**config.mk**
```make
export PLATFORM = sky130hd
export DESIGN_NAME = pc_fetch_sequencer
export DESIGN_NICKNAME = d
export VERILOG_FILES = /design/src/rtl/pc_fetch_sequencer_pkg.sv /design/src/rtl/pc_fetch_sequencer_target_gen.sv /design/src/rtl/pc_fetch_sequencer.sv
export SDC_FILE = /design/constraint.sdc
export NUM_CORES = 1
export LEC_CHECK = 0
export ABC_AREA = 1
export CAP_MARGIN = 20
export CORE_ASPECT_RATIO = 0.7
export CORE_MARGIN = 2
export CORE_UTILIZATION = 29
export CTS_CLUSTER_DIAMETER = 80
export DETAILED_ROUTE_END_ITERATION = 8
export HOLD_SLACK_MARGIN = 0.12
export PLACE_DENSITY = 0.5
export SYNTH_ARGS = -nofsm -noshare
export SYNTH_HDL_FRONTEND = slang
export SYNTH_HIERARCHICAL = 1
export SYNTH_SLANG_ARGS = --single-unit
export TNS_END_PERCENT = 30
```
**constraint.sdc**
```tcl
create_clock -name clk -period 4.2 [get_ports clk]
set_input_delay 0.84 -clock clk [delete_from_list [all_inputs] [get_ports clk]]
set_output_delay 0.84 -clock clk [all_outputs]
set_load 0.02 [all_outputs]
```
**src/rtl/pc_fetch_sequencer_pkg.sv**
```systemverilog
// pc_fetch_sequencer_pkg: shared transfer kinds, reset PC and fetch FSM encoding.
package pc_fetch_sequencer_pkg;
  localparam logic [2:0] PCOP_NORMAL = 3'd0;
  localparam logic [2:0] PCOP_BR_T = 3'd1;
  localparam logic [2:0] PCOP_BR_NT = 3'd2;
  localparam logic [2:0] PCOP_J = 3'd3;
  localparam logic [2:0] PCOP_JR = 3'd4;
  localparam logic [31:0] RESET_PC_DEFAULT = 32'h0000_3000;
  typedef enum logic {FETCH = 1'b0, HOLD = 1'b1} state_e;
endpackage

```
**src/rtl/pc_fetch_sequencer_target_gen.sv**
```systemverilog
// pc_target_gen: combinational control-transfer target from the ID-stage fields.
module pc_target_gen
  import pc_fetch_sequencer_pkg::*;
(
  input  logic [2:0]  pc_op_i,
  input  logic [31:0] pc4_i,
  input  logic [31:0] imm_i,
  input  logic [25:0] index_i,
  input  logic [31:0] rs_i,
  output logic [31:0] target_o,
  output logic        valid_o
);
  assign valid_o = pc_op_i inside {PCOP_BR_T, PCOP_BR_NT, PCOP_J, PCOP_JR};
  assign target_o = (pc_op_i == PCOP_BR_T)  ? pc4_i + {imm_i[29:0], 2'b00} :
                    (pc_op_i == PCOP_BR_NT) ? pc4_i + 32'd4 :
                    (pc_op_i == PCOP_J)     ? {pc4_i[31:28], index_i, 2'b00} : rs_i;
endmodule

```
**src/rtl/pc_fetch_sequencer.sv**
```systemverilog
// pc_fetch_sequencer: owns the PC, fetches over req/ready, skids across stalls and
// applies ID-resolved redirects after the delay-slot fetch completes.
module pc_fetch_sequencer
  import pc_fetch_sequencer_pkg::*;
#(
  parameter logic [31:0] RESET_PC = RESET_PC_DEFAULT
) (
  input  logic        clk,
  input  logic        reset,
  input  logic        stall,
  output logic        imem_req,
  output logic [31:0] imem_addr,
  input  logic        imem_ready,
  input  logic [31:0] imem_rdata,
  output logic        if_valid,
  output logic [31:0] if_instr,
  output logic [31:0] if_pc,
  input  logic        id_redirect,
  input  logic [2:0]  id_pc_op,
  input  logic [31:0] id_pc4,
  input  logic [31:0] id_imm,
  input  logic [25:0] id_index,
  input  logic [31:0] id_rs,
  output logic        pc_misaligned
);
  state_e      state_q, state_d;
  logic [31:0] pc_q, pc_d, ptgt_q, ptgt_d, sinstr_q, sinstr_d, spc_q, spc_d;
  logic        pend_q, pend_d, tvalid, done, accept;
  logic [31:0] tgt;

  pc_target_gen u_tgt (
    .pc_op_i(id_pc_op), .pc4_i(id_pc4), .imm_i(id_imm), .index_i(id_index),
    .rs_i(id_rs), .target_o(tgt), .valid_o(tvalid)
  );

  assign imem_req = !reset && state_q == FETCH;
  assign done = imem_req && imem_ready;
  assign accept = !reset && id_redirect && !stall && tvalid;
  assign imem_addr = pc_q;
  assign pc_misaligned = |pc_q[1:0];
  assign if_valid = !reset && (state_q == HOLD || imem_ready);
  assign if_instr = (state_q == HOLD) ? sinstr_q : imem_rdata;
  assign if_pc = (state_q == HOLD) ? spc_q : pc_q;

  always_comb begin
    state_d = state_q;
    pc_d = pc_q;
    pend_d = pend_q;
    ptgt_d = ptgt_q;
    sinstr_d = sinstr_q;
    spc_d = spc_q;
    if (done) begin
      pc_d = pend_q ? ptgt_q : (accept ? tgt : pc_q + 32'd4);
      pend_d = 1'b0;
    end else if (accept) begin
      pend_d = 1'b1;
      ptgt_d = tgt;
    end
    // a word completing under stall is parked so IF/ID sees it when stall drops
    if (done && stall) begin
      state_d = HOLD;
      sinstr_d = imem_rdata;
      spc_d = pc_q;
    end
    if (state_q == HOLD && !stall) state_d = FETCH;
  end

  always_ff @(posedge clk) begin
    if (reset) begin
      state_q <= FETCH;
      pc_q <= RESET_PC;
      pend_q <= 1'b0;
      ptgt_q <= RESET_PC;
    end else begin
      state_q <= state_d;
      pc_q <= pc_d;
      pend_q <= pend_d;
      ptgt_q <= ptgt_d;
    end
    sinstr_q <= sinstr_d;
    spc_q <= spc_d;
  end
endmodule

```
# After elaboration in Yosys (flattened, before gate mapping)

Index checks and enable logic that the tools add are counted.

Add/sub/neg operators: 3
Equal/unequal tests: 4
Mux-type cells: 7
Reductions and logical operators: 16
Bitwise gates (word level): 2

Operators with widths:

| kind                                           | count |
|---|---|
| 2-to-1 mux 32 bit                              | 7 |
| adder 32 x 3 -> 32 bit (second input constant) | 2 |
| adder 32 bit                                   | 1 |
| logical AND 1 bit                              | 8 |
| == test 3 x 2 -> 1 bit (second input constant) | 2 |
| OR reduction 2 bit                             | 3 |
| nonzero test 4 bit                             | 1 |
| == test 3 x 1 -> 1 bit (second input constant) | 1 |
| == test 3 bit (second input constant)          | 1 |
| zero test 1 bit                                | 2 |
| NOT 1 bit                                      | 2 |
| AND reduction 2 bit                            | 1 |
| logical OR 1 bit                               | 1 |

Logic and storage cells: 38
Output and inout port bits: 99
Input bits: 162
Register bits after elaboration: 130

# Longest topological paths before layout

Depth after elaboration: 6
Gate-level depth with buffers: 17

# Hierarchy

Netlist, hierarchy kept.

Modules (own cells, without submodules):

| module             | instances | seq. area each (µm²) | cells each | area an instance (µm²) |
|---|---|---|---|---|
| pc_fetch_sequencer | 1         | 3243.1               | 839        | 6389.9 |
| pc_target_gen      | 1         | 0.0                  | 812        | 3951.3 |

# Least setup slack after synthesis

OpenSTA, ideal clock, no wires.

Path kind: input port to flip-flop
Start point: input reset
End point: register sinstr_q[0] (enable)
Slack: -0.456 ns
Cell stages on the path: 5
Data required time: 3.713 ns
Data arrival time: 4.169 ns
Cells stage by stage: buf_6 > nor2_4 > nand2_4 > clkbuf_1 > nor2_1

Cells in the longest elaborated chain, start to end: 4

Ends and longest elaborated chain:

| element              | RTL line                 | RTL |
|---|---|---|
| from (decl)          | pc_fetch_sequencer.sv:9  | `input logic reset,` |
| zero test 1 bit      | pc_fetch_sequencer.sv:36 | `assign imem_req = !reset && state_q == FETCH;` |
| logical AND 1 bit    | pc_fetch_sequencer.sv:36 |  |
| via imem_req         | pc_fetch_sequencer.sv:11 | `output logic imem_req,` |
| logical AND 1 bit    | pc_fetch_sequencer.sv:37 | `assign done = imem_req && imem_ready;` |
| logical AND 1 bit    | pc_fetch_sequencer.sv:60 | `if (done && stall) begin` |
| to (signal assigned) | pc_fetch_sequencer.sv:80 | `sinstr_q <= sinstr_d;` |
| to (decl)            | pc_fetch_sequencer.sv:27 | `logic [31:0] pc_q, pc_d, ptgt_q, ptgt_d, sinstr_q, sinstr_d, spc_q, spc_d;` |

The timed path passes the listed nets, and every way through them passes these cells.
A chain may end at the register's enable or synchronous reset.

# Final worst setup path

Start point: input id_pc4[2]
End point: register pc_q[8] (netlist: imem_addr[8])

Cells in the longest elaborated chain, start to end: 5
Elaborated cells between the ends (all ways): 6
Classes of those cells: 2 x add/sub; 4 x mux

Ends and longest elaborated chain:

| element                            | RTL line                            | RTL |
|---|---|---|
| from (decl)                        | pc_fetch_sequencer.sv:20            | `input logic [31:0] id_pc4,` |
| adder 32 x 3 -> 32 bit             | pc_fetch_sequencer_target_gen.sv:15 | `(pc_op_i == PCOP_BR_NT) ? pc4_i + 32'd4 :` |
| 2-to-1 mux 32 bit                  | pc_fetch_sequencer_target_gen.sv:15 |  |
| 2-to-1 mux 32 bit (*)              | pc_fetch_sequencer_target_gen.sv:14 | `assign target_o = (pc_op_i == PCOP_BR_T) ? pc4_i + {imm_i[29:0], 2'b00} :` |
| via tgt[8]                         | pc_fetch_sequencer.sv:29            | `logic [31:0] tgt;` |
| 2-to-1 mux 32 bit (*) (2 in a row) | pc_fetch_sequencer.sv:53            | `pc_d = pend_q ? ptgt_q : (accept ? tgt : pc_q + 32'd4);` |
| to (signal assigned)               | pc_fetch_sequencer.sv:76            | `pc_q <= pc_d;` |
| to (decl)                          | pc_fetch_sequencer.sv:27            |  |

The timed path passes the listed nets; every way through them passes the cells marked *.

==> out/qor.txt <==
final setup violation count - 0
fmax - 0.295 GHz
reg2reg start - state_q
clk_lat worst skew - 0.43 ns
row count - 57
PwrDens - 299 nW/um^2
total grt overflow - 0
remaining antenna violation count after routing - 0
GR Util All Layers - 0.234
Post-Syn Area - 10300 sq um
Chip Height - 162 microns
initial antenna violation count - 1
Final WS setup - 0.812 ns
Synth Instances - 1651
n_diodes - 0
pin count of the biggest net entering global routing - 96
CP required - 4.52 ns
max-cap viol count - 0
Setup Skew - 0.00858 ns
RD Place Congestion - 0.938
synth cell count leaders - nand2_1 (606), nor2_1 (196), inv_1 (179)
Core Area - 34900 sq um
most common cell in the synthesized netlist - nand2_1
clk slew on worst S/H paths - 0.06 ns
WHS - 0.461 ns
fill cell count - 3745
top area cells in the synthesized netlist - nand2_1 (22%), edfxtp_1 (19%), dfxtp_1 (13%), nor2_1 (7.1%), inv_1 (6.5%)
Setup WS pre-CTS - 0.492 ns
crit path time final - 3.39 ns
FF/Latch Area - 3240 sq um
R2R depth - 8
1st-iter DRT viols - 1281
Worst Setup SP - id_pc4[2]
Synth top area share - 0.220
Cell variety after synth - 50
TritonRoute pass-1 iters - 6
post-synthesis sequential area ratio - 0.314
Clock Sinks - 130
HPWL Detailed - 35.4 mm
startpoint types - primary input
H-tree Lvls - 4
Top FF cell, synth - dfxtp_1
crit path max fanout - 4
worst hold stages - 2
nets@finish - 2089
Multi-input gate area - 6090 sq um
YS warnings - 6
layout cells sized above 1 - 0.0498
fin crit share - 0.807
combinational share of power - 0.285
Vias/cell - 4.94
Slew Viols, Final - 0
Setup CP Type - primary input to flip-flop
switching pwr - 0.00135 W
CTS tree - built
post-CTS sizing - 0
hold bufs inserted after CTS - 0
DIE WIDTH - 230 microns
Post-synth EDFFs - 64
DRC Markers - 0
internal power - 0.00284 W
clock power share - 0.371
Seq cells post-synth - 130
Seq pwr share - 0.344
Net Sw Frac - 0.322
CTS root buf - clkbuf_16
final hold vios - 0
vias - 11800
post-CTS setup buffers - 0
Total Neg Setup Slack - 0 ns
RSZ-0062 raised after global routing - false
crit path DAT - 3.71 ns
WL/cell - 18.8 microns
worst vdd ir - 206 uV
area delta synth->final - 35.5%
run status - completed
worst relative slew slack - 0.401
Slew @ Worst Pin - 0.898 ns
syn_nets - 1845
Hold Path Class - flip-flop to flip-flop
Routed WL - 44.7 mm
first-pass GRT wire length - 65.9 mm
PortBufs - 258
Initial Util - 0.296
CTS Buf Count - 17
I/O Pins - 261
LEAKAGE - 6.19 nW
vias in the first global route - 10600
die area - 37200 sq um
clk buf depth - 2
Setup crit end kind - flip-flop
fraction of registers with async set/reset - 0
synthesized area per cell - 6.26 sq um
HP Start - ptgt_q[18]
post-synth top area cell - nand2_1
final timing paths:
path | slack (ns) | to
min reg2reg | 0.46 | ptgt_q[18]
max | 0.81 | imem_addr[8]
min | 0.46 | ptgt_q[18]
max reg2reg | 1.85 | ptgt_q[26]
stage by stage:
stage	total power, W	cells	area (sq um)	utilization
2_1_floorplan	0.00206	1651	10300	-
6_report	0.00419	2380	14000	0.401
3_3_place_gp	0.00264	2347	13400	0.383
5_1_grt	0.00437	2380	14000	0.401
4_1_cts	0.00420	2379	14000	0.400
3_5_place_dp	0.00264	2347	13400	0.383
cell type report:
class / instances / share of cell area
clock inverter: 13 / 0.0119
timing repair buffer: 278 / 0.198
multi-input combinational: 1279 / 0.435
sequential: 130 / 0.232
clock buffer: 19 / 0.0309
inverter: 189 / 0.0513
tap: 472 / 0.0421
flip-flops by register name, summed over array words and instances, names as in the netlist:
register and cells:
imem_addr 32, pend_q 1, ptgt_q 32, sinstr_q 32
spc_q 32, state_q 1
power groups by stage:
stage	clock [W]	combinational, W	sequential (W)
2_1_floorplan	0	0.000583	0.00148
3_3_place_gp	0	0.00118	0.00147
3_5_place_dp	0	0.00118	0.00147
4_1_cts	0.00158	0.00118	0.00144
5_1_grt	0.00163	0.00129	0.00145
6_report	0.00155	0.00119	0.00144
logic make-up after synthesis:
family	synth area share
DFF	0.314
AOI/OAI and AO/OA	0.143
adders and majority gates	0.0394
xor gates and xnor gates	0.00847
and+or+nand+nor	0.397
buffers and inverters	0.0982
worst max-delay path, stage by stage:
cell and delay, ns:
clkdlybuf4s50_1 0.50, ha_1 0.35, fa_1 0.51, nand3_1 0.13
nand3_1 0.15, nand2_1 0.10, nand2_1 0.09, inv_1 0.10
nor2_1 0.05, nor2_1 0.32, a21oi_1 0.15, nor2_1 0.15
a31oi_1 0.06, o21ai_0 0.15, nand2_1 0.06
layout by cell type (no fill, tap or decap), drive strengths merged, types with 5 or more instances in the layout:
cell type / Yosys / layout
inv: 188 / 188
xor2: 8 / 8
buf: 32 / 20
o21ai: 110 / 110
clkbuf: 21 / 19
ha: 31 / 31
dfxtp: 66 / 66
nor2: 218 / 218
nand4: 12 / 12
a21oi: 102 / 102
clkinv: 1 / 8
nor3: 15 / 15
edfxtp: 64 / 64
a22oi: 17 / 17
a221oi: 10 / 10
o21bai: 5 / 5
nand2: 611 / 611
clkdlybuf4s50: 0 / 258
nand3b: 9 / 9
o211ai: 6 / 6
nand3: 99 / 99
per-layer routing:
| metal | track usage | routed length, microns | vias to the layer above | part of all wire |
|---|---|---|---|---|
| li1 | - | - | 5832 | - |
| met1 | 0.380 | 23200 | 5465 | 0.52 |
| met2 | 0.320 | 17500 | 435 | 0.39 |
| met3 | 0.0348 | 3550 | 29 | 0.079 |
| met4 | 0.0422 | 446 | 0 | 0.010 |
| met5 | 0 | 0 | - | 0 |
Power figures use the tool's default switching activity.
